===== config.mk =====
export PLATFORM = sky130hd
export DESIGN_NAME = nib_link_tx
export DESIGN_NICKNAME = d
export VERILOG_FILES = /design/src/rtl/nib_link_pkg.sv /design/src/rtl/nib_link_fifo.sv /design/src/rtl/nib_link_tx.sv
export SDC_FILE = /design/constraint.sdc
export NUM_CORES = 1
export LEC_CHECK = 0
export CORE_UTILIZATION = 40
export DETAILED_ROUTE_END_ITERATION = 10
export PLACE_DENSITY = 0.64
export RECOVER_POWER = 100
export SLEW_MARGIN = 20
export SYNTH_ARGS = -nofsm -noshare
export SYNTH_HDL_FRONTEND = slang
export SYNTH_SLANG_ARGS = --single-unit

===== constraint.sdc =====
create_clock -name clk -period 5.7 [get_ports clk]
set_clock_uncertainty 0.2 [all_clocks]
set_input_delay 1.71 -clock clk [delete_from_list [all_inputs] [get_ports clk]]
set_output_delay 1.71 -clock clk [all_outputs]
set_load 0.005 [all_outputs]

===== src/rtl/nib_link_pkg.sv =====
// Shared definitions for the nibble link transmitter: link select codes,
// FSM state encoding and the default sample FIFO depth.
package nib_link_pkg;

    localparam int FIFO_DEPTH_DEF = 4;

    // {threshold,Higher} select codes as seen by the receiving filter
    localparam logic [1:0] SEL_INST_LO = 2'b00;
    localparam logic [1:0] SEL_INST_HI = 2'b01;
    localparam logic [1:0] SEL_TH_LO   = 2'b10;
    localparam logic [1:0] SEL_TH_HI   = 2'b11;

    typedef enum logic [2:0] {
        IDLE,
        S_LO,
        S_HI,
        T_LO,
        T_HI
    } state_t;

endpackage


===== src/rtl/nib_link_fifo.sv =====
// Synchronous 8-bit sample FIFO, DEPTH entries (power of 2). Push is ignored
// when full, pop is ignored when empty; rdata shows the head entry.
module nib_link_fifo #(
    parameter int DEPTH = 4
) (
    input  logic       clk,
    input  logic       rst,
    input  logic       push,
    input  logic [7:0] wdata,
    input  logic       pop,
    output logic [7:0] rdata,
    output logic       empty,
    output logic       full
);

    localparam int AW = $clog2(DEPTH);
    localparam logic [AW:0] FULL_CNT = (AW+1)'(DEPTH);

    logic [7:0]    mem [DEPTH];
    logic [AW-1:0] wr_ptr;
    logic [AW-1:0] rd_ptr;
    logic [AW:0]   count;
    logic          do_push;
    logic          do_pop;

    assign full    = (count == FULL_CNT);
    assign empty   = (count == '0);
    assign do_push = push && !full;
    assign do_pop  = pop && !empty;
    assign rdata   = mem[rd_ptr];

    always_ff @(posedge clk) begin
        if (do_push) mem[wr_ptr] <= wdata;
    end

    // Pointers wrap naturally because DEPTH is a power of 2
    always_ff @(posedge clk or negedge rst) begin
        if (!rst) begin
            wr_ptr <= '0;
            rd_ptr <= '0;
            count  <= '0;
        end else begin
            if (do_push) wr_ptr <= wr_ptr + 1'b1;
            if (do_pop)  rd_ptr <= rd_ptr + 1'b1;
            case ({do_push, do_pop})
                2'b10:   count <= count + 1'b1;
                2'b01:   count <= count - 1'b1;
                default: count <= count;
            endcase
        end
    end

endmodule


===== src/rtl/nib_link_tx.sv =====
// Transmit end of the 4-bit nibble link: serialises buffered samples and
// threshold updates as nibble pairs. Define NIB_LINK_TX_CNT_EN for tx_cnt.
module nib_link_tx
    import nib_link_pkg::*;
#(
    parameter int FIFO_DEPTH = FIFO_DEPTH_DEF
) (
    input  logic       clk,
    input  logic       rst,
    input  logic [7:0] s_data,
    input  logic       s_valid,
    output logic       s_ready,
    input  logic [7:0] th_data,
    input  logic       th_load,
    output logic [3:0] nib,
    output logic       threshold,
    output logic       Higher,
    output logic       busy
`ifdef NIB_LINK_TX_CNT_EN
    ,
    output logic [7:0] tx_cnt
`endif
);

    state_t     state;
    logic [1:0] sel;
    logic [3:0] s_hi_nib;
    logic [3:0] last_lo;
    logic [3:0] th_cur_hi;
    logic [7:0] th_pend_val;
    logic       th_pend;

    logic [7:0] fifo_rdata;
    logic       fifo_empty;
    logic       fifo_full;
    logic       fifo_push;
    logic       fifo_pop;

    logic       boundary;
    logic       go_th;
    logic       go_s;
    logic       bypass;
    logic [7:0] next_sample;

    nib_link_fifo #(.DEPTH(FIFO_DEPTH)) u_fifo (
        .clk   (clk),
        .rst   (rst),
        .push  (fifo_push),
        .wdata (s_data),
        .pop   (fifo_pop),
        .rdata (fifo_rdata),
        .empty (fifo_empty),
        .full  (fifo_full)
    );

    // A sample arriving at an idle boundary with nothing queued skips the
    // FIFO so its low nibble reaches the link on the very next cycle.
    assign boundary    = (state == IDLE) || (state == S_HI) || (state == T_HI);
    assign go_th       = boundary && th_pend;
    assign go_s        = boundary && !th_pend && (!fifo_empty || s_valid);
    assign bypass      = boundary && !th_pend && fifo_empty && s_valid;
    assign fifo_pop    = go_s && !fifo_empty;
    assign fifo_push   = s_valid && !fifo_full && !bypass;
    assign next_sample = fifo_empty ? s_data : fifo_rdata;

    assign s_ready   = !fifo_full;
    assign threshold = sel[1];
    assign Higher    = sel[0];
    assign busy      = (state != IDLE) || !fifo_empty || th_pend;

    always_ff @(posedge clk or negedge rst) begin
        if (!rst) begin
            state       <= IDLE;
            sel         <= SEL_INST_LO;
            nib         <= '0;
            s_hi_nib    <= '0;
            last_lo     <= '0;
            th_cur_hi   <= '0;
            th_pend_val <= '0;
            th_pend     <= 1'b0;
        end else begin
            // A load coinciding with T_LO entry re-arms pending for a later pair
            if (th_load) begin
                th_pend     <= 1'b1;
                th_pend_val <= th_data;
            end else if (go_th) begin
                th_pend     <= 1'b0;
            end

            if (go_th) begin
                state     <= T_LO;
                sel       <= SEL_TH_LO;
                nib       <= th_pend_val[3:0];
                th_cur_hi <= th_pend_val[7:4];
            end else if (go_s) begin
                state    <= S_LO;
                sel      <= SEL_INST_LO;
                nib      <= next_sample[3:0];
                last_lo  <= next_sample[3:0];
                s_hi_nib <= next_sample[7:4];
            end else begin
                case (state)
                    S_LO: begin
                        state <= S_HI;
                        sel   <= SEL_INST_HI;
                        nib   <= s_hi_nib;
                    end
                    T_LO: begin
                        state <= T_HI;
                        sel   <= SEL_TH_HI;
                        nib   <= th_cur_hi;
                    end
                    default: begin
                        // Idle code rewrites the receiver's inst low nibble unchanged
                        state <= IDLE;
                        sel   <= SEL_INST_LO;
                        nib   <= last_lo;
                    end
                endcase
            end
        end
    end

`ifdef NIB_LINK_TX_CNT_EN
    always_ff @(posedge clk or negedge rst) begin
        if (!rst)               tx_cnt <= '0;
        else if (state == S_LO) tx_cnt <= tx_cnt + 1'b1;
    end
`endif

endmodule


# ---- Word level (Yosys, flattened, before mapping)
# Memory sizes are Yosys's and may differ from the RTL's.
# Index checks and enable logic that the tools add are counted.
# W data, S select, Z words.
dict set report totals {
  out_inout_bits 8
  mem_bits_rw 32
  mem_count 1
  inputBits 20
  ff_bits 37
  wordCells 64
}
dict set report op_classes {
  mux 15
  bitwise 1
  n_reduce_logical 25
  eq_ne 7
  add_sub_neg 4
}
# memory depth word_bits rd rd_clocked_by_memory_dff write_ports line_no
set memory_table {}
lappend memory_table {u_fifo.mem 4 8 1 0 1 nib_link_fifo.sv:19} ;# logic [7:0] mem [DEPTH];
# cell count
set ops {}
lappend ops {{$pmux W3 S2} 2}
lappend ops {{$logic_and A1 B1 Y1} 10}
lappend ops {{$mux W4} 2}
lappend ops {{$mux W8} 1}
lappend ops {{$pmux W4 S2} 1}
lappend ops {{$eq A3 B2 Y1 const B} 2}
lappend ops {{$eq A3 B3 Y1 const B} 2}
lappend ops {{$logic_not A3 Y1} 2}
lappend ops {{$mux W3} 2}
lappend ops {{$logic_or A1 B1 Y1} 5}
lappend ops {{$add A2 B1 Y2 const B} 2}
lappend ops {{$logic_not A1 Y1} 4}
lappend ops {{$mux W1} 4}
lappend ops {{$mux W2} 2}
lappend ops {{$pmux W2 S2} 1}
lappend ops {{$reduce_bool A2 Y1} 2}
lappend ops {{$add A3 B1 Y3 const B} 1}
lappend ops {{$eq A3 B1 Y1 const B} 1}
lappend ops {{$reduce_bool A3 Y1} 1}
lappend ops {{$sub A3 B1 Y3 const B} 1}
lappend ops {{$eq A2 B1 Y1 const B} 1}
lappend ops {{$eq A2 B2 Y1 const B} 1}
lappend ops {{$reduce_and A2 Y1} 1}
lappend ops {{$not A1 Y1} 1}

# ---- Logic depth before layout (Yosys ltp)
dict set report depth {
  ltp_word 11
  mapped_depth 11
  depth_no_buf 10
}

# ---- Cells and area by module
# From an unflattened synthesis, not the netlist that was laid out.
dict set report unflattened {
  cells_unflattened 191
  area_unflattened_um2 3017.9
}
# module n_inst cells_per_inst seq_area_each_um2 area_each_um2
set by_module_without_submodules {}
lappend by_module_without_submodules {nib_link_fifo 1 79 1136.1 1592.8}
lappend by_module_without_submodules {nib_link_tx 1 112 750.7 1425.1}

# ---- Worst setup path before layout
# Ideal clock, no wire load.
dict set report synth_path {
  path_kind {input-to-reg}
  start {input s_valid}
  end {register u_fifo.count[2]}
  required_ns 5.421
  setup_ns 0.079
  t_arrival_ns 3.051
  n_path_buf 1
  path_stages 9
  slack_ns 2.370
  cell_sequence {clkbuf_1 and2_1 inv_1 ha_1 inv_1 fa_1 xor2_1 nor2_1 xor2_1}
}
dict set report synth_via {
  elab_chain_cells 6
}
# element line_no
set synth_rtl {}
lappend synth_rtl {{start: declaration} nib_link_tx.sv:11} ;# input logic s_valid,
lappend synth_rtl {{$logic_or A1 B1 Y1 or $logic_and A1 B1 Y1 (tied branches)} {nib_link_tx.sv:60, nib_link_tx.sv:61}}
lappend synth_rtl {{$logic_and A1 B1 Y1 or $logic_not A1 Y1 (tied branches)} {nib_link_tx.sv:60, nib_link_tx.sv:63}}
lappend synth_rtl {{$logic_and A1 B1 Y1 (on tied branches)} {nib_link_tx.sv:62, nib_link_tx.sv:63}}
lappend synth_rtl {{$logic_and A1 B1 Y1 (on tied branches)} {nib_link_fifo.sv:29, nib_link_fifo.sv:28}}
lappend synth_rtl {{$eq A2 B1 Y1 or $eq A2 B2 Y1 (tied branches)} nib_link_fifo.sv:45} ;# case ({do_push, do_pop})
lappend synth_rtl {{$pmux W3 S2 or $reduce_bool A2 Y1 (tied branches)} n/a}
lappend synth_rtl {{end signal: assignment} nib_link_fifo.sv:46} ;# 2'b10: count <= count + 1'b1;
lappend synth_rtl {{end signal: assignment} nib_link_fifo.sv:47} ;# 2'b01: count <= count - 1'b1;
lappend synth_rtl {{end signal: assignment} nib_link_fifo.sv:48} ;# default: count <= count;
lappend synth_rtl {{end: declaration} nib_link_fifo.sv:22} ;# logic [AW:0] count;
# Several ways; a longest one is shown, not always the timed one.
# A chain may end at the register's enable or synchronous reset.

# ---- Final worst setup path
dict set report layout_path {
  start {input s_valid}
  end {register nib[0]}
}
dict set report layout_via {
  elab_chain_cells 4
}
# element line_no
set layout_rtl {}
lappend layout_rtl {{$logic_or A1 B1 Y1} nib_link_tx.sv:60} ;# assign go_s = boundary && !th_pend && (!fifo_empty || s_valid);
lappend layout_rtl {{$logic_and A1 B1 Y1} nib_link_tx.sv:60}
lappend layout_rtl {{$mux W4} nib_link_tx.sv:95} ;# end else if (go_s) begin
lappend layout_rtl {{$mux W4} nib_link_tx.sv:90} ;# if (go_th) begin
lappend layout_rtl {{end signal: assignment} nib_link_tx.sv:93} ;# nib <= th_pend_val[3:0];
lappend layout_rtl {{end signal: assignment} nib_link_tx.sv:98} ;# nib <= next_sample[3:0];
lappend layout_rtl {{end signal: assignment} nib_link_tx.sv:106} ;# nib <= s_hi_nib;
lappend layout_rtl {{end: declaration} nib_link_tx.sv:15} ;# output logic [3:0] nib,
# No other way between the ends.

==> flow_metrics.py <==
metrics = {
    "detailed_routing": {
        "routed_wl_mm": 5.040,
        "drtPass1Iterations": 4,
        "vias": 1633,
        "routedWlPerCell_um": 15.23,
        "routed_via_density": 4.934,
        "drt_iter0_markers": 122,
        "final_antenna_net_count": 0,
        "remaining_drc_errors": 0,
    },
    "floorplan": {
        "initial_utilization": 0.4184,
        "die_area_um2": 7528,
        "coreArea_um2": 6869,
        "num_rows": 30,
        "dieHeight_um": 86.77,
        "die_x_um": 86.77,
        "io_pins": 28,
    },
    "setup_path": {
        "r2r-start": "u_fifo.count[2]$_DFFE_PN0P_",
        "r2r_cells": 4,
        "reg2reg_setup_slack_ps": 2920,
        "cp-endpoint": "nib[0]$_DFF_PN0_",
        "crit_family": "compound AO/OA/AOI/OAI gates",
        "crit_type": "in -> reg",
        "cpPeakStageDelay_ps": 1000,
        "endpoint_kind": "flop",
        "crit_cells": 4,
        "crit_slowest_cell": "o21ai_0",
        "startpoint": "s_valid",
        "path_cells": "dlygate4sd3_1 -> o21ai_0 -> nand2_2 -> o211ai_1",
        "r2r-end": "nib[0]$_DFF_PN0_",
        "start_kind": "input port",
        "path_buf_inv": 1,
        "crit_fanout": 13,
        "required_ps": 5750,
        "crit_arrival_ps": 3880,
    },
    "placement": {
        "place_congestion": 0.6998,
        "hpwl_mm": 3.420,
        "place_ws_ps": 1735,
        "dp_cells": 315,
        "io_buffers": 27,
    },
    "yosys": {
        "synth_enable_flop_cells": 32,
        "seq_area_frac_synth": 0.6565,
        "syn-num-nets": 227,
        "syn_area_um2": 2874,
        "synth.distinct_cells": 34,
        "synth-xor-area-share": 0.01828,
        "ys_ff_latch": 69,
        "ys_warn_count": 0,
        "avgSynthCellArea_um2": 14.30,
        "synthSimpleGateAreaFrac": 0.08272,
        "muxShareOfSynthArea": 0.1254,
        "async_flop_share": 0.5362,
        "synthAdderAreaFrac": 0.02873,
        "syn_inst": 201,
        "synth_top_family_by_area": "multiplexers",
        "synthFlopType": "dfrtp_1",
        "synth_compound_area_frac": 0.06182,
    },
    "global_route": {
        "grt_antenna_before_repair": 0,
        "grt_pass1_wl_mm": 8.452,
        "grt_pass1_vias": 1679,
        "grt_usage": 0.1579,
        "grt_max_degree": 38,
        "grt_overflow": 0,
    },
    "clocking": {
        "hold_buffers": 0,
        "cts_max_path_buffers": 2,
        "cts_resized": 0,
        "clk_pin_slew_ps": 70,
        "clkLatencyLatePin_ps": 350,
        "tritoncts": "built",
        "cts_root_buffer": "clkbuf_8",
        "cts.sinks": 69,
        "htree_levels": 3,
        "cts-buffers-inserted": 9,
        "post_cts_buffers": 0,
    },
    "timing": {
        "relSlewSlack": -0.2887,
        "setup_viol_count_final": 0,
        "fin_crit_sh": 0.6732,
        "whs_ps": 269.9,
        "slew_violations": 38,
        "tightest_slew_ps": 1933,
        "finalSetupTns_ps": 0,
        "rsz0062_at_grt": "false",
        "clock.fmax_mhz": 260.6,
        "setup_slack_ps": 1863,
        "period_needed_ps": 3837,
        "hold_viol": 0,
    },
    "layout": {
        "area_delta_synth_final_pct": 18.76,
        "seq_area_um2": 1887,
        "num-fill-cells": 596,
        "final_core_util": 0.4969,
        "nNetsFinal": 256,
        "fin_cells": 331,
        "antenna_cells": 0,
        "multi_input_area_um2": 897.1,
        "drive_gt1_frac": 0.1404,
    },
    "pwr": {
        "vdd_drop_max_uv": 216.4,
        "p_leak_nw": 1.375,
        "powerDensity_nw_per_um2": 513.2,
    },
    "run_status": {
        "status": "finished with violations",
        "violations": "max-capacitance violations, max-slew violations",
    },
    "run": {
        "maxCapViolCount": 1,
    },
    "min_path": {
        "min_path_type": "reg -> reg",
    },
}
==> worst register-to-register path, cell delays in order (launching register included) <==
cell and delay [ps]:
dfrtp_1 430, or3_1 550, o21ai_0 1010, nand2_2 230, o211ai_1 270
==> per-layer routing <==
layer	up-vias	track usage	routed length (um)
met5	-	0	0
met1	823	0.2159	2436
li1	774	-	-
met3	10	0.04857	174
met2	26	0.2258	2310
met4	0	0.08485	119
==> power by group <==
part           switching (mW)  internal (mW)
combinational           0.262          0.252
clock                   0.187          0.246
sequential              0.123          0.682
==> kinds of logic (layout without fill, tap and decap cells) <==
family	count (synthesis)	in the layout
flip-flops	69	69
buffers and inverters	17	51
adder cells (fa/ha/maj)	6	6
multiplexers	25	25
AO/OA/AOI/OAI	24	24
XOR/XNOR	6	6
AND/OR/NAND/NOR	54	54
==> how the worst min path moves through the flow <==
stage / from / end / slack [ps] / cells past startpoint
floorplan: th_pend_val[4]$_DFFE_PN0P_ / th_cur_hi[0]$_DFFE_PN0P_ / 230 / 2
global placement: last_lo[2]$_DFFE_PN0P_ / last_lo[2]$_DFFE_PN0P_ / 260 / 2
detailed placement: last_lo[0]$_DFFE_PN0P_ / last_lo[0]$_DFFE_PN0P_ / 260 / 2
CTS: last_lo[0]$_DFFE_PN0P_ / last_lo[0]$_DFFE_PN0P_ / 280 / 2
global route: th_pend_val[4]$_DFFE_PN0P_ / th_cur_hi[0]$_DFFE_PN0P_ / 290 / 2
finish: last_lo[0]$_DFFE_PN0P_ / last_lo[0]$_DFFE_PN0P_ / 270 / 2
==> area by class of cell <==
| cell class | instances | area share |
|---|---|---|
| repair buffers | 27 | 0.07735 |
| flip-flops and latches | 69 | 0.5528 |
| multi-input cells | 115 | 0.2628 |
| clock buffers | 10 | 0.03739 |
| well taps | 96 | 0.03519 |
| inverters | 8 | 0.008798 |
| clock inverters | 6 | 0.02566 |
==> sequential cells by signal (all words and copies together) (netlist names) <==
name and cells:
u_fifo.mem 32, th_pend_val 8, last_lo 4, nib 4, s_hi_nib 4, th_cur_hi 4, state 3, u_fifo.count 3
sel 2, u_fifo.rd_ptr 2, u_fifo.wr_ptr 2, th_pend 1
==> cells in the final DEF (no fill, tap or decap), types with 2 or more instances in the layout <==
cell type / instances
a32oi_1: 4
and2_0: 3
and3_1: 4
bufinv_16: 2
clkbuf_1: 2
clkbuf_8: 9
clkdlybuf4s50_1: 8
clkinvlp_4: 2
dfrtp_1: 37
dlygate4sd3_1: 18
edfxtp_1: 32
ha_1: 5
inv_1: 8
mux2_2: 8
mux2i_1: 9
mux4_2: 8
nand2_1: 36
nor2_1: 4
o211ai_1: 4
o21ai_0: 11
xnor2_1: 3
xor2_1: 3
==> synth_stat cells, types with 3 or more instances <==
cell type | number | area (um2)
clkbuf_1 | 5 | 18.77
xnor2_1 | 3 | 26.28
buf_4 | 3 | 22.52
nor2_1 | 3 | 11.26
edfxtp_1 | 32 | 960.9
nand2_1 | 36 | 135.1
inv_1 | 8 | 30.03
and3_1 | 4 | 25.02
mux2i_1 | 9 | 90.09
mux4_2 | 8 | 180.2
ha_1 | 5 | 62.56
o211ai_1 | 4 | 30.03
xor2_1 | 3 | 26.28
mux2_2 | 8 | 90.09
a32oi_1 | 4 | 35.03
dfrtp_1 | 37 | 925.9
and2_1 | 3 | 18.77
o21ai_0 | 10 | 50.05
==> metrics by stage <==
stage | power (mW) | instance area, um2
final | 1.752 | 3413
after global routing | 1.875 | 3413
after CTS | 1.791 | 3428
after detailed placement | 1.357 | 3213
after global placement | 1.345 | 3213
after floorplan | 1.187 | 2874
(Power assumes the default switching activity.)
